`src/rtl/types_pkg.sv`:
```
// Shared types for the strategy FSMs and the strategy switch: strategy ids,
// the output bundle every strategy FSM drives, and the switch FSM states.
package types_pkg;

    typedef enum logic [2:0] {
        SELF_TEST   = 3'd0,
        CALIBRATION = 3'd1,
        ACQUIRE     = 3'd2,
        TRACK       = 3'd3,
        HOLDOVER    = 3'd4
    } variants_t;

    // Number of members in variants_t; keep in step with the enum above.
    localparam int STRATEGY_NUM = 5;

    typedef struct packed {
        logic       pulse;
        logic       pulse_en;
        logic [1:0] edge_sel;
        logic [7:0] phase_step;
    } output_signals_t;

    typedef enum logic [1:0] {
        RUN   = 2'd0,
        DRAIN = 2'd1,
        BLANK = 2'd2
    } switch_state_t;

endpackage

```
`src/rtl/strategy_out_sel.sv`:
```
// Registered N:1 selector of strategy output bundles; blank forces the
// registered output to all zeros.
module strategy_out_sel
    import types_pkg::*;
#(
    parameter int NUM_INPUTS = STRATEGY_NUM
) (
    input  logic            clock,
    input  logic            reset,
    input  variants_t       sel,
    input  logic            blank,
    input  output_signals_t in_n [NUM_INPUTS],
    output output_signals_t out
);

    output_signals_t picked;

    // Compare-and-pick loop keeps the index width independent of NUM_INPUTS.
    always_comb begin
        picked = '0;
        for (int i = 0; i < NUM_INPUTS; i++) begin
            if (int'(sel) == i) begin
                picked = in_n[i];
            end
        end
    end

    always_ff @(posedge clock) begin
        if (reset) begin
            out <= '0;
        end else if (blank) begin
            out <= '0;
        end else begin
            out <= picked;
        end
    end

endmodule

```
`src/rtl/strategy_switch.sv`:
```
// Controlled switch between NUM_STRATEGIES strategy FSMs: drain, blank, restart.
// Optional drain timeout is enabled by defining STRATEGY_SWITCH_TIMEOUT_EN.
module strategy_switch
    import types_pkg::*;
#(
    parameter int        NUM_STRATEGIES   = STRATEGY_NUM,
    parameter variants_t DEFAULT_STRATEGY = SELF_TEST,
    parameter int        BLANK_CYCLES     = 4,
    parameter int        DRAIN_TIMEOUT    = 1024
) (
    input  logic                      clock,
    input  logic                      reset,
    input  variants_t                 strategy_req,
    input  output_signals_t           out_n [NUM_STRATEGIES],
    input  logic [NUM_STRATEGIES-1:0] idle_n,
    output output_signals_t           out,
    output logic [NUM_STRATEGIES-1:0] fsm_reset,
    output variants_t                 strategy_active,
    output logic                      busy,
    output logic                      switch_done,
    output logic                      err_invalid,
    output logic                      err_timeout
);

    localparam int BLANK_W = (BLANK_CYCLES > 1) ? $clog2(BLANK_CYCLES) : 1;
    localparam logic [BLANK_W-1:0] BLANK_LOAD = BLANK_W'(BLANK_CYCLES - 1);
    localparam logic [NUM_STRATEGIES-1:0] DEFAULT_RELEASE =
        ~(NUM_STRATEGIES'(1) << DEFAULT_STRATEGY);

    if (NUM_STRATEGIES < 2 || NUM_STRATEGIES > 8) begin : g_bad_num
        $error("strategy_switch: NUM_STRATEGIES must be within 2..8");
    end
    if (int'(DEFAULT_STRATEGY) >= NUM_STRATEGIES) begin : g_bad_default
        $error("strategy_switch: DEFAULT_STRATEGY out of range");
    end
    if (BLANK_CYCLES < 1 || DRAIN_TIMEOUT < 1) begin : g_bad_count
        $error("strategy_switch: BLANK_CYCLES and DRAIN_TIMEOUT must be >= 1");
    end

    switch_state_t             state, state_nx;
    variants_t                 active, active_nx;
    variants_t                 target, target_nx;
    variants_t                 prev_req;
    logic [BLANK_W-1:0]        blank_cnt, blank_cnt_nx;
    logic [NUM_STRATEGIES-1:0] fsm_reset_q, fsm_reset_nx;
    logic                      req_valid;
    logic                      req_new;
    logic                      idle_active;
    logic                      drain_expired;
    logic                      done_nx;

    assign req_valid = int'(strategy_req) < NUM_STRATEGIES;
    assign req_new   = strategy_req != active;

    always_comb begin
        idle_active = 1'b0;
        for (int i = 0; i < NUM_STRATEGIES; i++) begin
            if (int'(active) == i) begin
                idle_active = idle_n[i];
            end
        end
    end

`ifdef STRATEGY_SWITCH_TIMEOUT_EN
    localparam int DRAIN_W = $clog2(DRAIN_TIMEOUT + 1);
    localparam logic [DRAIN_W-1:0] DRAIN_LOAD = DRAIN_W'(DRAIN_TIMEOUT);

    logic [DRAIN_W-1:0] drain_cnt;

    // Expire on the DRAIN cycle whose decrement reaches 0, bounding DRAIN to DRAIN_TIMEOUT cycles.
    assign drain_expired = drain_cnt <= DRAIN_W'(1);

    always_ff @(posedge clock) begin
        if (reset) begin
            drain_cnt   <= '0;
            err_timeout <= 1'b0;
        end else begin
            if (state == RUN) begin
                drain_cnt <= DRAIN_LOAD;
            end else if (state == DRAIN && drain_cnt != '0) begin
                drain_cnt <= drain_cnt - 1'b1;
            end
            err_timeout <= (state == DRAIN) && req_new && !idle_active && drain_expired;
        end
    end
`else
    assign drain_expired = 1'b0;
    assign err_timeout   = 1'b0;
`endif

    always_comb begin
        // NOTE: every variable gets a default first, so no path can infer a latch.
        state_nx     = state;
        active_nx    = active;
        target_nx    = target;
        blank_cnt_nx = blank_cnt;
        done_nx      = 1'b0;
        case (state)
            RUN: begin
                if (req_valid && req_new) begin
                    target_nx = strategy_req;
                    state_nx  = DRAIN;
                end
            end
            DRAIN: begin
                if (req_valid) begin
                    target_nx = strategy_req;
                end
                // Abort has priority over idle/timeout in the same cycle.
                if (!req_new) begin
                    state_nx = RUN;
                end else if (idle_active || drain_expired) begin
                    state_nx     = BLANK;
                    blank_cnt_nx = BLANK_LOAD;
                end
            end
            BLANK: begin
                if (blank_cnt == '0) begin
                    active_nx = target;
                    state_nx  = RUN;
                    done_nx   = 1'b1;
                end else begin
                    blank_cnt_nx = blank_cnt - 1'b1;
                end
            end
            default: state_nx = RUN;
        endcase
    end

    // fsm_reset is registered from next-state values so it changes with the state.
    always_comb begin
        fsm_reset_nx = '1;
        if (state_nx != BLANK) begin
            for (int i = 0; i < NUM_STRATEGIES; i++) begin
                if (int'(active_nx) == i) begin
                    fsm_reset_nx[i] = 1'b0;
                end
            end
        end
    end

    always_ff @(posedge clock) begin
        // NOTE: sequential state uses non-blocking assignments only.
        if (reset) begin
            state       <= RUN;
            active      <= DEFAULT_STRATEGY;
            target      <= DEFAULT_STRATEGY;
            prev_req    <= DEFAULT_STRATEGY;
            blank_cnt   <= '0;
            fsm_reset_q <= DEFAULT_RELEASE;
            switch_done <= 1'b0;
            err_invalid <= 1'b0;
        end else begin
            state       <= state_nx;
            active      <= active_nx;
            target      <= target_nx;
            prev_req    <= strategy_req;
            blank_cnt   <= blank_cnt_nx;
            fsm_reset_q <= fsm_reset_nx;
            switch_done <= done_nx;
            err_invalid <= !req_valid && (strategy_req != prev_req);
        end
    end

    // Holding all FSMs in reset while reset is high; the register supplies the rest.
    assign fsm_reset       = fsm_reset_q | {NUM_STRATEGIES{reset}};
    assign busy            = state != RUN;
    assign strategy_active = active;

    strategy_out_sel #(
        .NUM_INPUTS (NUM_STRATEGIES)
    ) u_out_sel (
        .clock (clock),
        .reset (reset),
        .sel   (active),
        .blank (state == BLANK),
        .in_n  (out_n),
        .out   (out)
    );

endmodule

```
`config.mk`:
```
export PLATFORM = sky130hd
export DESIGN_NAME = strategy_switch
export DESIGN_NICKNAME = d
export VERILOG_FILES = /design/src/rtl/types_pkg.sv /design/src/rtl/strategy_out_sel.sv /design/src/rtl/strategy_switch.sv
export SDC_FILE = /design/constraint.sdc
export NUM_CORES = 1
export LEC_CHECK = 0
export CAP_MARGIN = 40
export CORE_MARGIN = 2
export CORE_UTILIZATION = 35
export CTS_BUF_LIST = sky130_fd_sc_hd__clkbuf_2 sky130_fd_sc_hd__clkbuf_4 sky130_fd_sc_hd__clkbuf_8
export CTS_CLUSTER_DIAMETER = 80
export DETAILED_ROUTE_END_ITERATION = 8
export PLACE_DENSITY = 0.74
export SLEW_MARGIN = 10
export SYNTH_ARGS = -nofsm -noshare
export SYNTH_HDL_FRONTEND = slang
export SYNTH_SLANG_ARGS = --single-unit
export TNS_END_PERCENT = 30
```
`constraint.sdc`:
```
create_clock -name clock -period 1.98 [get_ports clock]
set_clock_uncertainty 0.15 [all_clocks]
set_input_delay 0.198 -clock clock [delete_from_list [all_inputs] [get_ports clock]]
set_output_delay 0.198 -clock clock [all_outputs]
set_load 0.05 [all_outputs]
```
==> impl_results.rst, run 1 <==
.. list-table::
   :header-rows: 1

   * - Metric
     - Value
   * - Nets in the synthesized netlist
     - 230
   * - Sequential cell area
     - 642 µm²
   * - Element type at the critical path start
     - flip-flop
   * - Average instance area after synthesis
     - 10.5 µm²
   * - Number of fill cells in the layout
     - 394
   * - Buffers inserted by post-CTS timing repair
     - 0
   * - Number of enable-type register cells in the synthesized netlist
     - 0
   * - Worst slew pin tran
     - 0.919 ns
   * - Row count
     - 25
   * - Placer congestion estimate
     - 0.828
   * - Clock transition at the registers of the reported paths
     - 0.06 ns
   * - Critical-path cell list
     - nor3_1, buf_4, a22oi_1, nor2_1
   * - RSZ-0062 raised after global routing
     - no
   * - Setup Viol. Count Final
     - 0
   * - Area used by multi-input combinational logic
     - 931 µm²
   * - Total global routing track utilization
     - 18.7%
   * - Clock Tree Buf Depth
     - 2
   * - Area of the core region
     - 0.00466 mm²
   * - Fin crit period
     - 1.86 ns
   * - Max Fclk
     - 538 MHz
   * - Max cap viols
     - 0
   * - Hold crit path type
     - reg -> reg
   * - DRC marker count from the first detailed-route iteration
     - 49
   * - Syn Std Cell Area
     - 0.00166 mm²
   * - Post-DRT Antenna Nets
     - 0
   * - Number of buffers added on ports
     - 92
   * - CTS tree
     - yes
   * - Synthesis-to-layout area growth
     - 70.8%
   * - Worst-path cell with the longest stage delay
     - nor3_1
   * - Number of diodes added for antenna fixing
     - 0
   * - Fin crit share
     - 93.8%
   * - Fraction of the yosys area taken by sequential cells
     - 38.5%
   * - Area of the die
     - 0.00532 mm²
   * - Total instance count after detailed placement
     - 306
   * - Synth cell types
     - 42
   * - Fraction of layout cells with a size suffix above 1
     - 23.8%
   * - Status
     - finished clean
   * - Total wire length after detailed routing
     - 4940 µm
   * - Most used flip-flop cell after synthesis
     - dfxtp_1
   * - Drc violations
     - 0
   * - Final Net Count
     - 330
   * - Horizontal extent of the die
     - 72.9 µm
   * - Global-route wire length before repair
     - 7360 µm
   * - Initial antenna violation count
     - 0
   * - Maximum level of the CTS H-tree
     - 2
   * - Smallest hold slack
     - 0.308 ns
   * - Rel. slew slack
     - 38.2%
   * - Total clock buffers created by CTS
     - 5
   * - Crit path largest cell delay
     - 0.77 ns
   * - Clk sinks
     - 32
   * - Final standard cell count with taps included and fillers excluded
     - 314
   * - Crit. End Element
     - flip-flop
   * - Setup CP Type
     - reg -> reg
   * - #FFs+latches synth
     - 32
   * - Worst path required time
     - 2.04 ns
   * - Critical path peak fanout
     - 9
   * - Slew Viols, Final
     - 0
   * - Endpoint arrival time on the critical path
     - 1.92 ns
   * - Standby leakage power
     - 1.12 nW
   * - Pin count of the biggest net entering global routing
     - 13
   * - Detailed Routing Iterations Pass 1
     - 4
   * - Worst IR drop on VDD
     - 0.000461 V
   * - Die Y
     - 72.9 µm
   * - Synthesized instance count
     - 159
   * - Via count of the first global-routing pass
     - 1553
   * - Power per standard cell area
     - 597 mW/mm²
   * - Boundary pin count
     - 94
   * - Via density
     - 5.21
   * - Clock network latency to the later pin of the worst-skew pair
     - 0.28 ns
   * - Starting density of the core
     - 35.7%
   * - Hold violation total from the final report
     - 0
   * - TNS Setup
     - 0 ns
   * - Root Buffer
     - clkbuf_8
   * - Detail Placement HPWL
     - 4020 µm
   * - Total overflow reported by the global router
     - 0
   * - Fraction of registers with async set/reset
     - 0%
   * - Vias
     - 1637
   * - Total of warnings raised by yosys
     - 0
   * - Count of hold-fix buffers inserted at cts
     - 0
   * - Average wire per cell in the routed design
     - 15.7 µm
stage by stage:
stage | worst slack [ns] | power [mW] | instance area [µm²] | utilization [%]
detailed placement | 0.0793 | 1.17 | 2740 | 58.7
global route | 0.0155 | 1.78 | 2840 | 60.9
finish | 0.123 | 1.70 | 2840 | 60.9
floorplan | 0.0881 | 0.945 | 1660 | -
CTS | 0.118 | 1.71 | 2830 | 60.8
global placement | 0.165 | 1.16 | 2740 | 58.7
cells in the mapped netlist (2+ instances only):
| library cell | instances | area (µm²) |
|---|---|---|
| clkbuf_1 | 4 | 15.0 |
| nor2_1 | 21 | 78.8 |
| dfxtp_1 | 32 | 641 |
| nor3_1 | 4 | 20.0 |
| inv_1 | 2 | 7.51 |
| nor2_2 | 2 | 12.5 |
| buf_2 | 3 | 15.0 |
| nand3_1 | 4 | 20.0 |
| a211o_1 | 2 | 17.5 |
| buf_6 | 3 | 33.8 |
| or2_2 | 6 | 37.5 |
| xnor2_1 | 2 | 17.5 |
| nand2_1 | 5 | 18.8 |
| nand2b_1 | 3 | 18.8 |
| nor4_1 | 2 | 12.5 |
| mux4_2 | 12 | 270 |
| xor2_1 | 2 | 17.5 |
| nor2b_1 | 3 | 18.8 |
| o21ai_0 | 5 | 25.0 |
| buf_4 | 3 | 22.5 |
| a22oi_1 | 12 | 90.1 |
| mux2i_1 | 3 | 30.0 |
| a21oi_1 | 5 | 25.0 |
flip-flops by register name, indices dropped and copies added, names as in the netlist:
register         flops
err_invalid          1
strategy_active      3
switch_done          1
prev_req             3
fsm_reset_q          5
blank_cnt            2
u_out_sel.out       12
target               3
state                2
worst max-delay path, delay by kind of cell, from the launching register on:
| family | cells | cell delay (ns) |
|---|---|---|
| compound gates | 1 | 0.09 |
| buf+inv | 1 | 0.28 |
| flops | 1 | 0.40 |
| simple gates | 2 | 0.87 |
worst paths after layout:
check | slack [ns] | startpoint | endpoint | cells after the start
setup / recovery | 0.12 | strategy_active[0] | u_out_sel.out[2] | 4
hold / removal | 0.31 | prev_req[2] | err_invalid | 1
setup reg to reg | 0.12 | strategy_active[0] | u_out_sel.out[2] | 4
hold reg to reg | 0.31 | prev_req[2] | err_invalid | 1
logic make-up after synthesis:
family          count (synthesis)  synth area share (%)
compound gates                 32                  14.9
simple gates                   56                  17.9
buf+inv                        16                  5.87
xor+xnor                        5                  3.09
mux                            16                  18.7
fa+ha+maj                       1                 0.752
flops                          32                  38.5
other cells                     1                 0.226
where the power goes:
part / internal [mW] / leakage [nW] / switching (mW)
registers: 0.682 / 0.264 / 0.0177
logic: 0.249 / 0.803 / 0.209
clock network: 0.311 / 0.0523 / 0.227
final cells by class:
type                            instances  area share [%]
Inverter                                3           0.396
Timing Repair Buffer                  106            38.4
Multi-Input combinational cell        111            32.8
Sequential cell                        32            22.6
Tap cell                               54            2.38
Clock buffer                            8            3.44
layer usage:
metal	wire length (µm)	part of all wire [%]	global-route usage, %
met1	2160	44	21.9
met2	2240	45	31.4
met4	114	2.3	7.00
met5	0	0	0
met3	432	8.7	6.77
layout by cell type, fill, tap and decap left out, drive strengths merged:
master         Yosys  layout
a22oi             12      12
nor2              23      23
or2                6       6
nand3b             2       2
or3b               1       1
conb               1       1
nand3              4       4
mux4              12      12
nor4b              1       1
clkdlybuf4s50      0      83
xnor2              2       2
a31oi              2       2
ha                 1       1
nand4b             1       1
mux2               1       1
o41ai              1       1
nor2b              3       3
nand4              1       1
nand2              5       5
a221oi             1       1
clkbuf             4       8
a21oi              6       6
xor2               3       3
nand2b             3       3
buf                9      23
inv                3       3
a211o              2       2
nor4               2       2
mux2i              3       3
a311oi             1       1
nor3               4       4
a21o               1       1
dfxtp             32      32
o31ai              1       1
o21ai              5       5
repair_timing:
action | 4_1_cts | 5_1_grt
resized for setup | 0 | 1
endpoints found under the setup margin | 0 | 2
hold endpoints to repair | 0 | 0
Power figures use the tool's default switching activity.
==> run 2, diff against run 1 <==
--- a/config.mk
+++ b/config.mk
@@ -5,7 +5,9 @@
 export SDC_FILE = /design/constraint.sdc
 export NUM_CORES = 1
 export LEC_CHECK = 0
+export ABC_CLOCK_PERIOD_IN_PS = 1980
 export CAP_MARGIN = 40
+export CORE_ASPECT_RATIO = 0.75
 export CORE_MARGIN = 2
 export CORE_UTILIZATION = 35
 export CTS_BUF_LIST = sky130_fd_sc_hd__clkbuf_2 sky130_fd_sc_hd__clkbuf_4 sky130_fd_sc_hd__clkbuf_8
==> impl_results.rst, run 2 (synthesized netlist as in run 1, its figures left out) <==
.. list-table::
   :header-rows: 1

   * - Metric
     - Value
   * - Clock network latency to the later pin of the worst-skew pair
     - 0.28 ns
   * - Fin crit share
     - 88.5%
   * - Endpoint arrival time on the critical path
     - 1.40 ns
   * - Crit. End Element
     - output port
   * - Clock Tree Buf Depth
     - 2
   * - Rel. slew slack
     - 64.4%
   * - CP Buf/Inv Count
     - 1
   * - Worst slew pin tran
     - 0.532 ns
   * - Status
     - finished clean
   * - RSZ-0062 raised after global routing
     - no
   * - Most frequent cells in the layout
     - 83 x clkdlybuf4s50_1, 30 x dfxtp_1, 21 x nor2_1
   * - Slew Viols, Final
     - 0
   * - Critical path peak fanout
     - 1
   * - Worst-path cell with the longest stage delay
     - clkdlybuf4s50_1
   * - Setup CP Type
     - reg -> out
   * - Starting density of the core
     - 36.8%
   * - DP Area
     - 0.00273 mm²
   * - Via count of the first global-routing pass
     - 1592
   * - Hold crit path type
     - reg -> reg
   * - TNS Setup
     - 0 ns
   * - DRC marker count from the first detailed-route iteration
     - 109
   * - Total global routing track utilization
     - 18.6%
   * - Fraction of layout cells with a size suffix above 1
     - 23.6%
   * - Max cap viols
     - 0
   * - Horizontal extent of the die
     - 83.6 µm
   * - Power per standard cell area
     - 596 mW/mm²
   * - Row count
     - 21
   * - Vias
     - 1598
   * - Slack of the critical path
     - 0.228 ns
   * - Via density
     - 5.06
   * - Smallest hold slack
     - 0.287 ns
   * - Number of buffers added on ports
     - 92
   * - Clock transition at the registers of the reported paths
     - 0.06 ns
   * - Area of the core region
     - 0.00452 mm²
   * - Setup Viol. Count Final
     - 0
   * - Initial antenna violation count
     - 0
   * - Number of fill cells in the layout
     - 384
   * - Number of diodes added for antenna fixing
     - 0
   * - Register with the most flip-flops
     - u_out_sel.out
   * - Total clock buffers created by CTS
     - 5
   * - Element type at the critical path start
     - flip-flop
   * - Max Fclk
     - 571 MHz
   * - Synthesis-to-layout area growth
     - 70.3%
   * - Worst path required time
     - 1.63 ns
   * - Boundary pin count
     - 94
   * - Clk sinks
     - 32
   * - Total instance count after detailed placement
     - 308
   * - Maximum level of the CTS H-tree
     - 2
   * - Post-DRT Antenna Nets
     - 0
   * - Delay-heaviest family, CP
     - buffers and inverters
   * - Die Y
     - 63.7 µm
   * - Design Area, Final
     - 0.00283 mm²
   * - Total overflow reported by the global router
     - 0
   * - Standby leakage power
     - 1.11 nW
   * - Final standard cell count with taps included and fillers excluded
     - 316
   * - Met1 Wirelength
     - 2020 µm
   * - Met2 layer wire length in the routed design
     - 2370 µm
   * - Global-route wire length before repair
     - 7690 µm
   * - Total wire length after detailed routing
     - 4760 µm
   * - Crit path largest cell delay
     - 0.82 ns
   * - Critical-path cell list
     - clkdlybuf4s50_1
   * - Detailed route wirelength on metal3
     - 285 µm
   * - Buffers inserted by post-CTS timing repair
     - 0
   * - Average wire per cell in the routed design
     - 15.1 µm
   * - Most common library cell in the layout ignoring fill and taps
     - clkdlybuf4s50_1
   * - Highest routing layer actually used
     - met4
   * - Detailed Routing Iterations Pass 1
     - 4
   * - Placer congestion estimate
     - 0.833
   * - Pin count of the biggest net entering global routing
     - 18
   * - Max reg flops
     - 12
   * - Area of the die
     - 0.00532 mm²
   * - Worst IR drop on VDD
     - 0.000314 V
   * - Post-Place Setup Slack
     - 0.104 ns
   * - Drc violations
     - 0
   * - Root Buffer
     - clkbuf_8
   * - Largest registers
     - u_out_sel.out: 12 flops, fsm_reset_q: 5 flops
   * - Detail Placement HPWL
     - 3830 µm
   * - Fin crit period
     - 1.75 ns
   * - CTS tree
     - yes
   * - Final Net Count
     - 329
   * - Hold violation total from the final report
     - 0
-- run 2: cell types whose count changed in the layout (fill, tap and decap cells not counted) --
cell / previous run / this run
dfxtp_1: 31 / 30
buf_4: 16 / 15
dfxtp_2: 1 / 2
nor4_2: 1 / 0
nor4_1: 1 / 2
-- run 2: worst paths after layout --
check	startpoint	endpoint	slack [ns]	cells past startpoint
worst min register to register	prev_req[2]	err_invalid	0.29	1
worst min-delay path	prev_req[2]	err_invalid	0.29	1
worst max-delay path	u_out_sel.out[7]	out[7]	0.23	1
worst max register to register	strategy_active[0]	fsm_reset_q[3]	0.24	5
-- run 2: power breakdown --
group / switching [mW] / internal [mW]
sequential: 0.0199 / 0.682
combinational: 0.206 / 0.247
clock: 0.222 / 0.310
total: 0.448 / 1.24
-- run 2: repair_timing --
| action | 4_1_cts | 5_1_grt |
|---|---|---|
| resized for setup | 0 | 1 |
| setup endpoints to repair | 0 | 6 |
| hold buffers | 0 | 0 |
| hold endpoints to repair | 0 | 0 |
-- run 2: final cells by class --
cell class | instances | area, µm² | share of cell area [%]
sequential | 32 | 643 | 22.7
clock buffer | 8 | 97.6 | 3.45
inverter | 3 | 11.3 | 0.398
multi-input combinational | 111 | 925 | 32.7
tap | 57 | 71.3 | 2.52
timing repair buffer | 105 | 1080 | 38.3
-- run 2: per-stage QoR --
stage          total power, mW  utilization (%)
6_report                  1.69             62.7
5_1_grt                   1.77             62.7
4_1_cts                   1.71             62.6
3_5_place_dp              1.17             60.5
3_3_place_gp              1.16             60.5
2_1_floorplan            0.945                -
-- run 2: metal layers --
metal  GRT usage (%)  vias to the layer above
met5               0                        -
met4            7.86                        0
met3            5.24                        9
met2            30.6                       57
met1            23.1                      756
li1                -                      776
